--- src/rtl/multicycle_controller.sv ---
// Moore main control FSM for the multi-cycle RV32I core: sequences fetch/decode/execute/mem/writeback.
// Outputs decoded from state (mem handshake gates irwrite/pcwrite/mem_req); memory states wait on mem_ready with timeout.
module multicycle_controller #(
  parameter int MEM_TIMEOUT = 255,
  parameter int TO_W        = 8
) (
  input  logic       clk,
  input  logic       resetn,
  input  logic [6:0] op,
  input  logic       zero,
  input  logic       mem_ready,
  output logic       mem_req,
  output logic       adrsrc,
  output logic       memwrite,
  output logic       irwrite,
  output logic       pcwrite,
  output logic       regwrite,
  output logic [1:0] alusrca,
  output logic [1:0] alusrcb,
  output logic [1:0] aluop,
  output logic [1:0] resultsrc,
  output logic [2:0] immsrc,
  output logic       illegal_instr,
  output logic       bus_error,
  output logic       instr_retired
);

  localparam logic [6:0] OP_LW    = 7'b0000011;
  localparam logic [6:0] OP_SW    = 7'b0100011;
  localparam logic [6:0] OP_R     = 7'b0110011;
  localparam logic [6:0] OP_I     = 7'b0010011;
  localparam logic [6:0] OP_BEQ   = 7'b1100011;
  localparam logic [6:0] OP_JAL   = 7'b1101111;
  localparam logic [6:0] OP_LUI   = 7'b0110111;
  localparam logic [6:0] OP_AUIPC = 7'b0010111;

  localparam logic [TO_W-1:0] TO_LIM = TO_W'(MEM_TIMEOUT);

  typedef enum logic [3:0] {
    S_IDLE, S_FETCH, S_DECODE, S_MEMADR, S_MEMREAD, S_MEMWRITE, S_MEMWB,
    S_EXECUTER, S_EXECUTEI, S_AUIPC, S_JAL, S_ALUWB, S_LUIWB, S_BEQ, S_ILLEGAL
  } state_t;

  state_t          state_q, state_d;
  logic [TO_W-1:0] cnt_q, cnt_d;
  logic            in_mem;
  logic            timeout;

  assign in_mem  = (state_q == S_FETCH) || (state_q == S_MEMREAD) || (state_q == S_MEMWRITE);
  assign timeout = (MEM_TIMEOUT != 0) && in_mem && !mem_ready && (cnt_q == TO_LIM);
  // Counter is zero in every non-memory state, so entering a memory state always starts from 0.
  assign cnt_d   = (in_mem && !mem_ready && !timeout) ? cnt_q + 1'b1 : '0;

  always_ff @(posedge clk or negedge resetn) begin
    if (!resetn) begin
      state_q <= S_IDLE;
      cnt_q   <= '0;
    end else begin
      state_q <= state_d;
      cnt_q   <= cnt_d;
    end
  end

  always_comb begin
    state_d       = state_q;
    mem_req       = 1'b0;
    adrsrc        = 1'b0;
    memwrite      = 1'b0;
    irwrite       = 1'b0;
    pcwrite       = 1'b0;
    regwrite      = 1'b0;
    alusrca       = 2'b00;
    alusrcb       = 2'b00;
    aluop         = 2'b00;
    resultsrc     = 2'b00;
    illegal_instr = 1'b0;
    bus_error     = timeout;
    instr_retired = 1'b0;
    case (state_q)
      S_IDLE: state_d = S_FETCH;
      S_FETCH: begin
        mem_req   = !timeout;
        alusrcb   = 2'b10;
        resultsrc = 2'b10;
        irwrite   = mem_ready;
        pcwrite   = mem_ready;
        if (mem_ready) state_d = S_DECODE;
        else if (timeout) state_d = S_FETCH;
      end
      S_DECODE: begin
        alusrca = 2'b01;
        alusrcb = 2'b01;
        case (op)
          OP_LW, OP_SW: state_d = S_MEMADR;
          OP_R:         state_d = S_EXECUTER;
          OP_I:         state_d = S_EXECUTEI;
          OP_BEQ:       state_d = S_BEQ;
          OP_JAL:       state_d = S_JAL;
          OP_LUI:       state_d = S_LUIWB;
          OP_AUIPC:     state_d = S_AUIPC;
          default:      state_d = S_ILLEGAL;
        endcase
      end
      S_MEMADR: begin
        alusrca = 2'b10;
        alusrcb = 2'b01;
        state_d = (op == OP_LW) ? S_MEMREAD : S_MEMWRITE;
      end
      S_MEMREAD: begin
        mem_req = !timeout;
        adrsrc  = 1'b1;
        if (mem_ready) state_d = S_MEMWB;
        else if (timeout) state_d = S_FETCH;
      end
      S_MEMWRITE: begin
        mem_req       = !timeout;
        adrsrc        = 1'b1;
        memwrite      = !timeout;
        instr_retired = mem_ready;
        if (mem_ready || timeout) state_d = S_FETCH;
      end
      S_MEMWB: begin
        resultsrc     = 2'b01;
        regwrite      = 1'b1;
        instr_retired = 1'b1;
        state_d       = S_FETCH;
      end
      S_EXECUTER: begin
        alusrca = 2'b10;
        aluop   = 2'b10;
        state_d = S_ALUWB;
      end
      S_EXECUTEI: begin
        alusrca = 2'b10;
        alusrcb = 2'b01;
        aluop   = 2'b10;
        state_d = S_ALUWB;
      end
      S_AUIPC: begin
        alusrca = 2'b01;
        alusrcb = 2'b01;
        state_d = S_ALUWB;
      end
      S_JAL: begin
        alusrca = 2'b01;
        alusrcb = 2'b10;
        pcwrite = 1'b1;
        state_d = S_ALUWB;
      end
      S_ALUWB, S_LUIWB: begin
        resultsrc     = (state_q == S_LUIWB) ? 2'b11 : 2'b00;
        regwrite      = 1'b1;
        instr_retired = 1'b1;
        state_d       = S_FETCH;
      end
      S_BEQ: begin
        alusrca       = 2'b10;
        aluop         = 2'b01;
        pcwrite       = zero;
        instr_retired = 1'b1;
        state_d       = S_FETCH;
      end
      S_ILLEGAL: begin
        illegal_instr = 1'b1;
        state_d       = S_FETCH;
      end
      default: state_d = S_IDLE;
    endcase
  end

  always_comb begin
    immsrc = 3'b000;
    if ((state_q != S_IDLE) && (state_q != S_FETCH)) begin
      case (op)
        OP_SW:           immsrc = 3'b001;
        OP_BEQ:          immsrc = 3'b010;
        OP_JAL:          immsrc = 3'b011;
        OP_LUI, OP_AUIPC: immsrc = 3'b100;
        default:         immsrc = 3'b000;
      endcase
    end
  end

endmodule
--- config.mk ---
export PLATFORM = sky130hd
export DESIGN_NAME = multicycle_controller
export DESIGN_NICKNAME = d
export VERILOG_FILES = /design/src/rtl/multicycle_controller.sv
export SDC_FILE = /design/constraint.sdc
export NUM_CORES = 1
export LEC_CHECK = 0
export CORE_ASPECT_RATIO = 0.7
export CORE_UTILIZATION = 40
export CTS_CLUSTER_DIAMETER = 60
export DETAILED_ROUTE_END_ITERATION = 8
export PLACE_DENSITY = 0.69
export SETUP_SLACK_MARGIN = 0.5
export SLEW_MARGIN = 20
export SYNTH_ARGS = -nofsm -noshare
export SYNTH_HDL_FRONTEND = slang
export SYNTH_SLANG_ARGS = --single-unit
export TNS_END_PERCENT = 100
--- constraint.sdc ---
create_clock -name clk -period 4 [get_ports clk]
set_input_delay 0.8 -clock clk [delete_from_list [all_inputs] [get_ports clk]]
set_output_delay 0.8 -clock clk [all_outputs]
set_load 0.01 [all_outputs]
## Word-level counts from Yosys, hierarchy flattened

Index checks and enable logic that the tools add are counted.

- Register bits: 12
- Bits in latches: 0
- Memory bits (writable): 0
- Bits in read-only memories: 0
- Input bits: 11
- Output and inout bits: 20
- Memories: 0

- Add/subtract/negate cells: 1
- Multiply operators: 0
- Div/mod/pow operators: 0
- $lt $le $gt $ge: 0
- Eq/ne operators: 25
- Shift operators: 0
- Multiplexer cells: 23
- Bitwise operators: 0
- Reductions and logical operators: 25

Operators by type and width:

| operator | count |
|---|---|
| $pmux 4 s7 | 2 |
| $eq 4x4->1 const B | 7 |
| $eq 7x6->1 const B | 3 |
| $eq 4x3->1 const B | 4 |
| $mux 4 | 4 |
| $reduce_or 4->1 | 4 |
| $eq 7x5->1 const B | 2 |
| $eq 7x7->1 const B | 2 |
| $pmux 2 s2 | 3 |
| $pmux 3 s4 | 1 |
| $reduce_or 2->1 | 6 |
| $reduce_or 3->1 | 3 |
| $add 8x1->8 const B | 1 |
| $eq 4x2->1 const B | 2 |
| $eq 8x8->1 const B | 1 |
| $mux 8 | 1 |
| $eq 7x2->1 const B | 1 |
| $mux 1 | 7 |
| $pmux 2 s3 | 1 |
| $reduce_or 6->1 | 1 |
| $eq 4x1->1 const B | 1 |
| $logic_and 1x1->1 | 4 |
| $logic_not 4->1 | 1 |
| $ne 4x1->1 const B | 1 |
| other kinds (8) | 11 |

## Logic depth before layout (Yosys ltp)

Gate-level depths: netlist of the first run.

- Depth after elaboration: 8
- Gate-level depth with buffers: 5

## Worst setup path after synthesis of the first run

No wires, ideal clock.

- Kind: in2out
- From: input port op[2]
- To: output port immsrc[0]
- Arrival: 1.946 ns
- Data required time: 3.200 ns
- Path slack: 1.254 ns
- Cell stages on the path: 3
- Path buffers: 1
- Path through: buf_6 or3_1 a2111oi_0

- Word-level cells in the longest chain between the ends: 4
- Elaborated cells on any way between the ends: 8
- Those cells by class: 5 x eq/ne; 2 x mux; 1 x reduce/logical

RTL lines:

| element | RTL line | source |
|---|---|---|
| from (decl) | 9 | `input logic [6:0] op,` |
| $eq 7x5->1 or $eq 7x6->1 (tied branches) | 174 | `case (op)` |
| $reduce_or 2->1 | 174 |  |
| $pmux 3 s4 * | 174 |  |
| $mux 3 * | 173 | `if ((state_q != S_IDLE) && (state_q != S_FETCH)) begin` |
| to (decl) | 22 | `output logic [2:0] immsrc,` |

Mark *: on every way between the ends. The rest lies on a longest branch, timed or not.

## Worst setup path after layout of the first run

- From: input port mem_ready
- To: output port memwrite

- Word-level cells in the longest chain between the ends: 5

RTL lines:

| element | RTL line | source |
|---|---|---|
| from (decl) | 11 | `input logic mem_ready,` |
| $logic_not 1->1 | 50 | `assign timeout = (MEM_TIMEOUT != 0) && in_mem && !mem_ready && (cnt_q == TO_LIM);` |
| $logic_and 1x1->1 (2 in a row) | 50 |  |
| $logic_not 1->1 | 118 | `memwrite = !timeout;` |
| $mux 1 | 79 | `case (state_q)` |
| to (decl) | 14 | `output logic memwrite,` |

No other way between the ends.

==> results of run 1 <==
-- sequential cells by signal, indices dropped and copies added, names as in the netlist --
name     count
cnt_q        8
state_q      4
-- power by group through the flow --
stage / logic [uW] / registers (uW) / clock network (uW)
floorplan: 349 / 167 / 0
global placement: 466 / 245 / 0
detailed placement: 469 / 247 / 0
CTS: 471 / 244 / 134
global route: 517 / 255 / 141
finish: 475 / 246 / 131
-- metrics by stage --
step / worst slack [ns] / util
2_1_floorplan: 1.25 / -
3_3_place_gp: 0.423 / 0.545
3_5_place_dp: 0.430 / 0.545
4_1_cts: 0.564 / 0.567
5_1_grt: 0.523 / 0.571
6_report: 0.576 / 0.571
-- area by class of cell --
type / count / area [um^2]
Inverter: 4 / 15.0
Fill cell: 227 / 1070
Sequential cell: 12 / 300
Clock buffer: 4 / 55.1
Timing Repair Buffer: 31 / 309
Tap cell: 34 / 42.5
Multi-Input combinational cell: 116 / 703
-- repair_timing --
item | 4_1_cts | 5_1_grt
gates resized for setup | 1 | 1
hold buffers | 0 | 0
pin swaps | 0 | 0
buffers inserted | 0 | 1
endpoints found under the setup margin | 1 | 1
-- cells by family (layout without fill, tap and decap cells) --
group | after synthesis | count (layout) | share of synthesized area
buffers and inverters | 13 | 39 | 0.0598
DFF | 12 | 12 | 0.281
xor gates and xnor gates | 6 | 6 | 0.0492
muxes | 2 | 2 | 0.0199
adders and majority gates | 1 | 1 | 0.0117
and+or+nand+nor | 75 | 75 | 0.365
AOI/OAI and AO/OA | 32 | 32 | 0.213
-- routing by layer --
layer,wire (um),part of all wire,global-route usage,vias up
met5,0,0,0,-
met4,21,0.0075,0.0545,0
met3,237,0.085,0.0606,5
met2,1160,0.42,0.287,54
met1,1360,0.49,0.288,522
li1,-,-,-,564
-- worst paths after layout --
path                                     endpoint  slack, ns  depth (start not counted)
setup / recovery                         memwrite       0.58                          6
min in group asynchronous      cnt_q[1]$_DFF_PN0_       0.90                          1
max in group asynchronous  state_q[1]$_DFFE_PN0P_       2.76                          1
setup reg to reg           state_q[0]$_DFFE_PN0P_       2.20                          4
hold / removal                 cnt_q[0]$_DFF_PN0_       0.49                          1
hold reg to reg                cnt_q[0]$_DFF_PN0_       0.49                          1
-- worst max-delay path, stage by stage --
cell and delay (ns):
sky130_fd_sc_hd__clkdlybuf4s50_1 0.58, sky130_fd_sc_hd__inv_1 0.12, sky130_fd_sc_hd__o211ai_1 0.22, sky130_fd_sc_hd__nor2_2 0.14, sky130_fd_sc_hd__nor3_1 0.18, sky130_fd_sc_hd__clkdlybuf4s50_1 0.57
-- synthesized netlist by cell type (all sizes together), types with 2 or more instances --
library cell / number
and2: 2
o21ai: 7
nor4: 2
o211ai: 3
and3: 2
dfrtp: 12
o32a: 2
nand3: 5
nor2: 19
o22ai: 2
or2: 2
nand3b: 4
nand2b: 8
a21oi: 6
clkbuf: 2
inv: 4
xor2: 4
xnor2: 2
or3: 3
nor3: 8
buf: 7
o31ai: 2
nand2: 14
==> results summary, run 1 <==
The total clock sinks came out at 12. The fraction of layout cells with a size suffix above 1 came out at 0.0719. The fmax came out at 0.292 GHz. Each instance of the synthesized netlist takes up on average 7.57 um^2.

The critical path data arrival time came out at 2.62 ns. The die width came out at 63.7 um. The worst slack on hold paths is 0.493 ns. The switching share of power is 0.434.

STA classifies the critical path startpoint as an input port. After layout, the minimum clock period comes to 3.42 ns. Buffers inserted during clock tree synthesis total 3.

Summed over all instances, the cell type with the most area after synthesis is sky130_fd_sc_hd__dfrtp_1. The internal power is 483 uW. The total DRC errors in the routed layout came out at 0. Sorting the synthesized cells by area gives the leading types as sky130_fd_sc_hd__dfrtp_1, sky130_fd_sc_hd__nor2_1, sky130_fd_sc_hd__nand2_1. The first element of the critical path is mem_ready. The net count after synthesis came out at 153. The static leakage power came out at 0.000546 uW. In this run the number of H-tree levels came out at 1. The final antenna diode count came out at 0. Setup repair after global routing left no endpoint under its margin. The worst register-to-register path begins at state_q[1]$_DFFE_PN0P_. In this run the power density over the cells is 598 mW/mm^2.

The total power is 853 uW. In this run the tool buffered the top-level ports with 30 buffer cells. The initial antenna violation count was 0. For this configuration, the core starts out at a cell density of 0.428. The top-level port count came out at 31. The area inside the core boundary came out at 0.00250 mm^2. The global-route congestion overflow total came out at 0. The number of placed instances with taps included came out at 196. The transition at the pin with the smallest max-transition slack is 0.676 ns. The cell area after placement is 0.00136 mm^2.

The total negative slack came out at 0 ns. The post-CTS clock slew at the launch and capture registers of the worst setup and hold paths is 0.05 ns. The total count of max-transition violations in the final report was 0. The root buffer cell chosen for the clock tree is sky130_fd_sc_hd__clkbuf_8.

The share of flip-flops with an asynchronous set or reset after synthesis is 1.00. The total length of routed wires is 2790 um. The number of different library cells in the post-synthesis netlist came out at 45. The maximum number of pins on one net before global-route repair is 24.

The critical path is of the input port to primary output type. The height of the die came out at 45.2 um. The largest voltage drop on the vdd net is 0.280 mV. The class of the tightest hold or removal check is register to register. The post-synthesis instance total came out at 141. The post-route clock skew came out at 0.00353 ns. The die outline area came out at 0.00288 mm^2.

The average via count per standard cell is 5.70. For this design the total switching power over the nets is 370 uW. The largest fanout of any net on the critical path is 6.

The relative contribution of combinational cells to total power is 0.558. The number of nets in the finished design came out at 180. The share of the synthesized area in the top cell type came out at 0.281. STA puts the critical path data required time at 3.20 ns. The sequential fraction of the synthesis area is 0.281. The clock reaches the later pin of the worst-skew pair after 0.24 ns. The commonest register cell after synthesis is sky130_fd_sc_hd__dfrtp_1.

In this run the most critical hold path is launched from cnt_q[0]$_DFF_PN0_. The residual antenna-violating net count after detailed routing is 0. The relative contribution of sequential cells to total power is 0.289. The weighted congestion reported at the end of routability-driven placement came out at 0.779. The layout overhead on the synthesized area came out at 33.5%. The headroom to the max-slew limit is 0.549.

STA classifies the critical path endpoint as a primary output. The synthesized netlist occupies a cell area of 0.00107 mm^2. The number of design-rule violations left by the first detailed-router iteration came out at 45. The final non-filler cell total came out at 201.

The run finished with clean final reports. The via count of the first global-routing pass was 935. The number of flip-flops and latches in the synthesized netlist came out at 12.

The TritonCTS clock tree is built. The mean routed wirelength per cell came out at 13.9 um. The buffer levels on the longest clock path came out at 2. Dividing the final minimum period by the clock period gives 0.856.

Setup violations remaining at the end of the flow were counted as 0. The number of placement rows came out at 15. The leading cell type in the layout, fill and taps excluded is sky130_fd_sc_hd__clkdlybuf4s50_1. The design area is 0.00143 mm^2. The first detailed-routing pass took 6 iterations.

The hold violation total from the final report came out at 0. The half-perimeter wire length of the detailed placement result is 2070 um. The max-cap check violation count came out at 0. The routed layout has 1145 vias.

The share of total power dissipated in the clock network is 0.154. The global-route wire length before repair is 4300 um. In the global route stage, overall resource usage came out at 0.200. In the layout the commonest cells are sky130_fd_sc_hd__clkdlybuf4s50_1, sky130_fd_sc_hd__nor2_1, sky130_fd_sc_hd__nand2_1. Yosys printed 0 warnings. Yosys mapped a number of flops with a built-in enable equal to 0.
No activity file was read; power rests on OpenSTA's default activity.
==> run 2, diff against run 1 <==
CTS_CLUSTER_SIZE = 14   (was not set)
==> results of run 2 <==
No change in the layout: final DEF, timing and power equal those of run 1.
